## config.mk

```make
export PLATFORM = sky130hd
export DESIGN_NAME = result_wb_master
export DESIGN_NICKNAME = d
export VERILOG_FILES = /design/src/rtl/result_wb_master.sv
export SDC_FILE = /design/constraint.sdc
export NUM_CORES = 2
export LEC_CHECK = 0
export BUFFER_PORTS_ARGS = -buffer_cell sky130_fd_sc_hd__buf_2
export CAP_MARGIN = 20
export CELL_PAD_IN_SITES_DETAIL_PLACEMENT = 0
export CELL_PAD_IN_SITES_GLOBAL_PLACEMENT = 1
export CORE_AREA = 4 4 613 615
export CTS_CLUSTER_SIZE = 14
export DETAILED_ROUTE_END_ITERATION = 8
export DIE_AREA = 0 0 617 619
export PLACE_DENSITY = 0.45
export RECOVER_POWER = 100
export SLEW_MARGIN = 20
export SYNTH_ARGS = -nofsm -noshare
export SYNTH_HDL_FRONTEND = slang
export SYNTH_SLANG_ARGS = --single-unit
```

## constraint.sdc

```tcl
create_clock -name clk -period 34.8 [get_ports clk]
set_clock_uncertainty 0.15 [all_clocks]
set_input_delay 3.48 -clock clk [delete_from_list [all_inputs] [get_ports clk]]
set_output_delay 3.48 -clock clk [all_outputs]
set_load 0.01 [all_outputs]
```

## src/rtl/result_wb_master.sv

```systemverilog
// Write-back master: captures one POY x POX result tile and writes it to
// memory as one AXI INCR burst of POX beats per tile row.
//
// state  | meaning
// IDLE   | waiting for result_valid; tile buffer free
// AW     | presenting the row burst address (awvalid high)
// W      | streaming POX beats of the current row (wvalid high)
// B      | waiting for the write response of the current row (bready high)
module result_wb_master #(
  parameter int DW    = 32,
  parameter int AW    = 32,
  parameter int POX   = 15,
  parameter int POY   = 3,
  parameter int BURST = 32
) (
  input  logic          clk,
  input  logic          rst_n,
  input  logic [AW-1:0] wb_base_addr,
  input  logic [AW-1:0] row_stride,
  input  logic          result_valid,
  input  logic [DW-1:0] result [POY][POX],
  output logic          busy,
  output logic          wb_done,
  output logic          overrun,
  output logic          wr_err,
  output logic [AW-1:0] awaddr,
  output logic [7:0]    awlen,
  output logic [1:0]    awburst,
  output logic          awvalid,
  input  logic          awready,
  output logic [DW-1:0] wdata,
  output logic          wlast,
  output logic          wvalid,
  input  logic          wready,
  input  logic [1:0]    bresp,
  input  logic          bvalid,
  output logic          bready
);

  localparam int RW = $clog2(POY) + 1;
  localparam int BW = $clog2(POX) + 1;

  localparam logic [RW-1:0] LAST_ROW  = RW'(POY - 1);
  localparam logic [BW-1:0] LAST_BEAT = BW'(POX - 1);

  localparam logic [1:0] S_IDLE = 2'd0;
  localparam logic [1:0] S_AW   = 2'd1;
  localparam logic [1:0] S_W    = 2'd2;
  localparam logic [1:0] S_B    = 2'd3;

  generate
    if (POX < 1 || POX > BURST) begin : g_bad_pox
      $error("result_wb_master: POX must be within 1..BURST");
    end
    if (POY < 1) begin : g_bad_poy
      $error("result_wb_master: POY must be at least 1");
    end
  endgenerate

  logic [1:0]    state_q,    state_d;
  logic [RW-1:0] row_q,      row_d;
  logic [BW-1:0] beat_q,     beat_d;
  logic [AW-1:0] row_base_q, row_base_d;
  logic [AW-1:0] stride_q,   stride_d;
  logic          overrun_q,  overrun_d;
  logic          wr_err_q,   wr_err_d;
  logic          done_q,     done_d;

  logic [DW-1:0] tile_q [POY][POX];
  logic [DW-1:0] wdata_sel;
  logic          capture;

  assign capture = result_valid && (state_q == S_IDLE);

  always_comb begin
    state_d    = state_q;
    row_d      = row_q;
    beat_d     = beat_q;
    row_base_d = row_base_q;
    stride_d   = stride_q;
    overrun_d  = overrun_q;
    wr_err_d   = wr_err_q;
    done_d     = 1'b0;

    case (state_q)
      S_IDLE: begin
        if (capture) begin
          state_d    = S_AW;
          row_d      = '0;
          beat_d     = '0;
          row_base_d = wb_base_addr;
          stride_d   = row_stride;
        end
      end
      S_AW: begin
        if (awready) begin
          state_d = S_W;
        end
      end
      S_W: begin
        if (wready) begin
          if (beat_q == LAST_BEAT) begin
            beat_d  = '0;
            state_d = S_B;
          end else begin
            beat_d = beat_q + 1'b1;
          end
        end
      end
      S_B: begin
        if (bvalid) begin
          if (bresp != 2'b00) begin
            wr_err_d = 1'b1;
          end
          if (row_q == LAST_ROW) begin
            state_d = S_IDLE;
            row_d   = '0;
            done_d  = 1'b1;
          end else begin
            // Address arithmetic wraps modulo 2^AW by design.
            row_d      = row_q + 1'b1;
            row_base_d = row_base_q + stride_q;
            state_d    = S_AW;
          end
        end
      end
      default: begin
        state_d = S_IDLE;
      end
    endcase

    // Includes the cycle of the final B handshake: the tile is not yet retired.
    if (result_valid && (state_q != S_IDLE)) begin
      overrun_d = 1'b1;
    end
  end

  always_ff @(posedge clk or negedge rst_n) begin
    if (!rst_n) begin
      state_q    <= S_IDLE;
      row_q      <= '0;
      beat_q     <= '0;
      row_base_q <= '0;
      stride_q   <= '0;
      overrun_q  <= 1'b0;
      wr_err_q   <= 1'b0;
      done_q     <= 1'b0;
    end else begin
      state_q    <= state_d;
      row_q      <= row_d;
      beat_q     <= beat_d;
      row_base_q <= row_base_d;
      stride_q   <= stride_d;
      overrun_q  <= overrun_d;
      wr_err_q   <= wr_err_d;
      done_q     <= done_d;
    end
  end

  // Pure data storage; only ever read while a capture is in flight.
  always_ff @(posedge clk) begin
    if (capture) begin
      tile_q <= result;
    end
  end

  always_comb begin
    wdata_sel = '0;
    for (int r = 0; r < POY; r++) begin
      for (int c = 0; c < POX; c++) begin
        if ((row_q == RW'(r)) && (beat_q == BW'(c))) begin
          wdata_sel = tile_q[r][c];
        end
      end
    end
  end

  assign busy    = (state_q != S_IDLE);
  assign wb_done = done_q;
  assign overrun = overrun_q;
  assign wr_err  = wr_err_q;

  assign awaddr  = row_base_q;
  assign awlen   = 8'(POX - 1);
  assign awburst = 2'b01;
  assign awvalid = (state_q == S_AW);

  assign wvalid  = (state_q == S_W);
  assign wdata   = (state_q == S_W) ? wdata_sel : '0;
  assign wlast   = (state_q == S_W) && (beat_q == LAST_BEAT);

  assign bready  = (state_q == S_B);

endmodule

```

==> load_flow_metrics.sql <==
INSERT INTO impl_metrics (metric_group, metric, value, unit) VALUES
('final_layout', 'seqCellArea', '45170', 'um^2'),
('synth', 'synth_edf_count', '1440', ''),
('timing', 'finalHoldViolCount', '0', ''),
('route', 'count_of_nets_left_with_antenna_violations_after_detail_routing', '0', ''),
('power', 'sw_ratio', '37.47', '%'),
('cts', 'cts_root_buf', 'clkbuf_16', ''),
('placement', 'gp_routability_congestion', '0.8968', ''),
('placement', 'place.detailed.instances', '10611', ''),
('global_routing', 'maximum_number_of_pins_on_one_net_before_global_route_repair', '174', ''),
('timing', 'layout_min_cycle_time', '20400', 'ps'),
('placement', 'place_hpwl', '376600', 'um'),
('synth', 'post_synthesis_mean_instance_area', '15.03', 'um^2'),
('critical_path', 'timing.critical_path.slowest_cell_delay', '3130', 'ps'),
('final_layout', 'most_frequent_cells_in_the_layout', 'edfxtp_1 (1440), buf_2 (1078), clkbuf_1 (555)', ''),
('cts', 'cts.sinks', '1517', ''),
('die', 'io_pins', '1594', ''),
('critical_path', 'crit_fanout', '78', ''),
('timing', 'relSlewSlack', '-540.1', '%'),
('cts', 'clk_transition_reported_paths', '60', 'ps'),
('critical_path', 'timing.reg2reg.setup_slack', '16180', 'ps'),
('cts', 'cts_resized', '0', ''),
('cts', 'cts-htree-levels', '4', ''),
('cts', 'deepest_clock_path_buffer_count', '4', ''),
('route', 'drt_iter0_markers', '6421', ''),
('power', 'power_density', '81.27', 'nW/um^2'),
('route', 'drcViolationCount', '0', ''),
('run_status', 'status', 'finished, violations left', ''),
('power', 'share_of_power_burned_in_registers', '40.5', '%'),
('die', 'floorplan.rows', '224', ''),
('global_routing', 'number_of_global_route_vias_before_repair', '49608', ''),
('final_layout', 'n_fill_cell', '39913', ''),
('power', 'internal_power', '4186', 'uW'),
('die', 'design.die.area', '381900', 'um^2'),
('die', 'core', '370800', 'um^2'),
('route', 'initial_drt_pass_iterations', '8', ''),
('run_status', 'failed_checks', 'capacitance limit, slew limit', ''),
('critical_path', 'critPathSlowestCell', 'clkbuf_1', ''),
('power', 'report.power.total', '6695', 'uW'),
('route', 'wl_per_cell', '41.97', 'um'),
('cts', 'ctsHoldBuffers', '0', ''),
('synth', 'ys_types', '105', ''),
('synth', 'ys_async_sr_fraction', '5.076', '%'),
('synth', 'synth_seq_cells', '1517', ''),
('synth', 'yosys_warnings', '0', ''),
('synth', 'ys.flop_type', 'edfxtp_1', ''),
('cts', 'clk-insertion-delay-late', '840', 'ps'),
('critical_path', 'worstSetupPathType', 'in2reg', ''),
('timing', 'finalHoldWorstSlack', '329.2', 'ps'),
('die', 'chipHeight', '619', 'um'),
('final_layout', 'layout-drive-gt1-share', '29.13', '%'),
('critical_path', 'timing.critical_path.arrival', '20590', 'ps'),
('job', 'max_cap_violations', '32', ''),
('final_layout', 'nNetsFinal', '7386', ''),
('cts', 'post_cts.repair.setup_buffers', '0', ''),
('timing', 'clock.fmax', '0.04902', 'GHz'),
('timing', 'tightest_slew', '9601', 'ps'),
('global_routing', 'antenna_found_initial', '387', ''),
('timing', 'timing.setup.tns', '0', 'ps'),
('power', 'vdd.ir_drop.worst', '38.31', 'uV'),
('critical_path', 'most_numerous_cell_on_the_critical_path', 'clkbuf_1', ''),
('critical_path', 'startpoint_kind_of_the_worst_setup_timing_path', 'input pin', ''),
('min_path', 'hold_path.class', 'reg2reg', ''),
('placement', 'buffer_ports.inserted', '1583', ''),
('timing', 'fin_ws', '14400', 'ps'),
('global_routing', 'wire_length_of_the_first_global_routing_pass', '572200', 'um'),
('timing', 'final-max-slew-violation-count', '1765', ''),
('final_layout', 'multi_input_comb_area', '15340', 'um^2'),
('die', 'die_w', '617', 'um'),
('cts', 'tritoncts', 'yes', ''),
('timing', 'setup_violations', '0', ''),
('die', 'starting_utilization_of_the_core_area', '16.60', '%');
-- synthesized netlist by cell type (11+ instances only) --
cell	count	area (um^2)
a22oi_1	64	480.5
or3_1	14	87.58
a221oi_1	157	1375
a222oi_1	15	150.1
dfrtp_1	77	1927
a21o_1	29	217.7
o21ai_0	251	1256
o2111ai_1	11	96.34
clkbuf_1	81	304.0
a211oi_1	49	367.9
nor2b_1	11	68.82
nand2_1	264	991.0
inv_1	24	90.09
a221o_1	69	690.7
o22ai_1	94	588.1
and3_1	18	112.6
xnor2_1	11	96.34
buf_6	17	191.4
o21a_1	18	135.1
mux2i_1	13	130.1
edfxtp_1	1440	43240
a31oi_1	42	262.8
nor2_2	16	100.1
a21oi_1	245	1226
and2_1	11	68.82
a211o_1	19	166.4
buf_2	105	525.5
o21ai_1	23	115.1
ha_1	39	488.0
mux2_2	33	371.6
buf_1	14	52.55
nor3_1	65	325.3
o31ai_1	20	150.1
buf_4	43	322.8
o221ai_1	73	639.4
a22o_1	23	201.4
nor2_1	242	908.4
nand3_1	57	285.3
nand2b_1	20	125.1
o211ai_1	52	390.4
-- state kept, by name, indices dropped and copies added (netlist names) --
name and count:
wr_err 1, row_q 3, state_q 2, wb_done 1, awaddr 32, beat_q 5, stride_q 32, tile_q 1440
overrun 1
-- critical path, delay by kind of cell --
family / cells / cell delay (ps)
AND/OR/NAND/NOR: 1 / 350
buffers and inverters: 8 / 16420
-- per-layer routing --
layer	track usage, %	share of wire [%]
met1	28.60	39
met2	39.59	48
met4	7.331	3.9
met3	6.105	8.3
met5	0	0.23
-- per-stage QoR --
step,util [%],cell area [um^2]
5_1_grt,22.16,82180
3_3_place_gp,20.57,76280
2_1_floorplan,-,61590
3_5_place_dp,20.62,76450
4_1_cts,22.34,82820
6_report,22.22,82380
-- power by group through the flow --
| stage | sequential (uW) | combinational (uW) | clock (uW) |
|---|---|---|---|
| 2_1_floorplan | 3130 | 807 | 0 |
| 3_3_place_gp | 2680 | 1940 | 0 |
| 3_5_place_dp | 2680 | 1970 | 0 |
| 4_1_cts | 2650 | 1980 | 2140 |
| 5_1_grt | 2730 | 2000 | 2200 |
| 6_report | 2710 | 1900 | 2080 |
-- final timing paths --
kind / depth (start not counted) / start / to
worst max register to register: 10 / state_q[0] / tile_q[674]
worst min register to register: 1 / wr_err / wr_err
worst min-delay path: 1 / wr_err / wr_err
max in group asynchronous: 2 / rst_n / beat_q[4]
min in group asynchronous: 1 / rst_n / awaddr[17]
worst max-delay path: 9 / result_valid / tile_q[674]
-- cells by family (layout without fill, tap and decap cells) --
kind of cell | count (synthesis) | after routing | synth area share [%]
AO/OA/AOI/OAI | 1376 | 1376 | 15.74
XOR/XNOR | 21 | 21 | 0.2988
adder cells (fa/ha/maj) | 40 | 40 | 0.8252
buffers and inverters | 284 | 2170 | 2.415
flip-flops | 1517 | 1517 | 73.37
multiplexers | 46 | 46 | 0.8150
other | 2 | 160 | 0.01220
AND/OR/NAND/NOR | 810 | 810 | 6.526
-- final cells by class --
cell class	instances	share of cell area, %
antenna	150	0.4557
tap	4972	7.552
multi-input combinational	2303	18.62
timing repair buffer	1797	10.69
inverter	24	0.1109
sequential	1517	54.84
clock inverter	131	1.715
clock buffer	218	6.025
No activity file was read; power rests on OpenSTA's default activity.
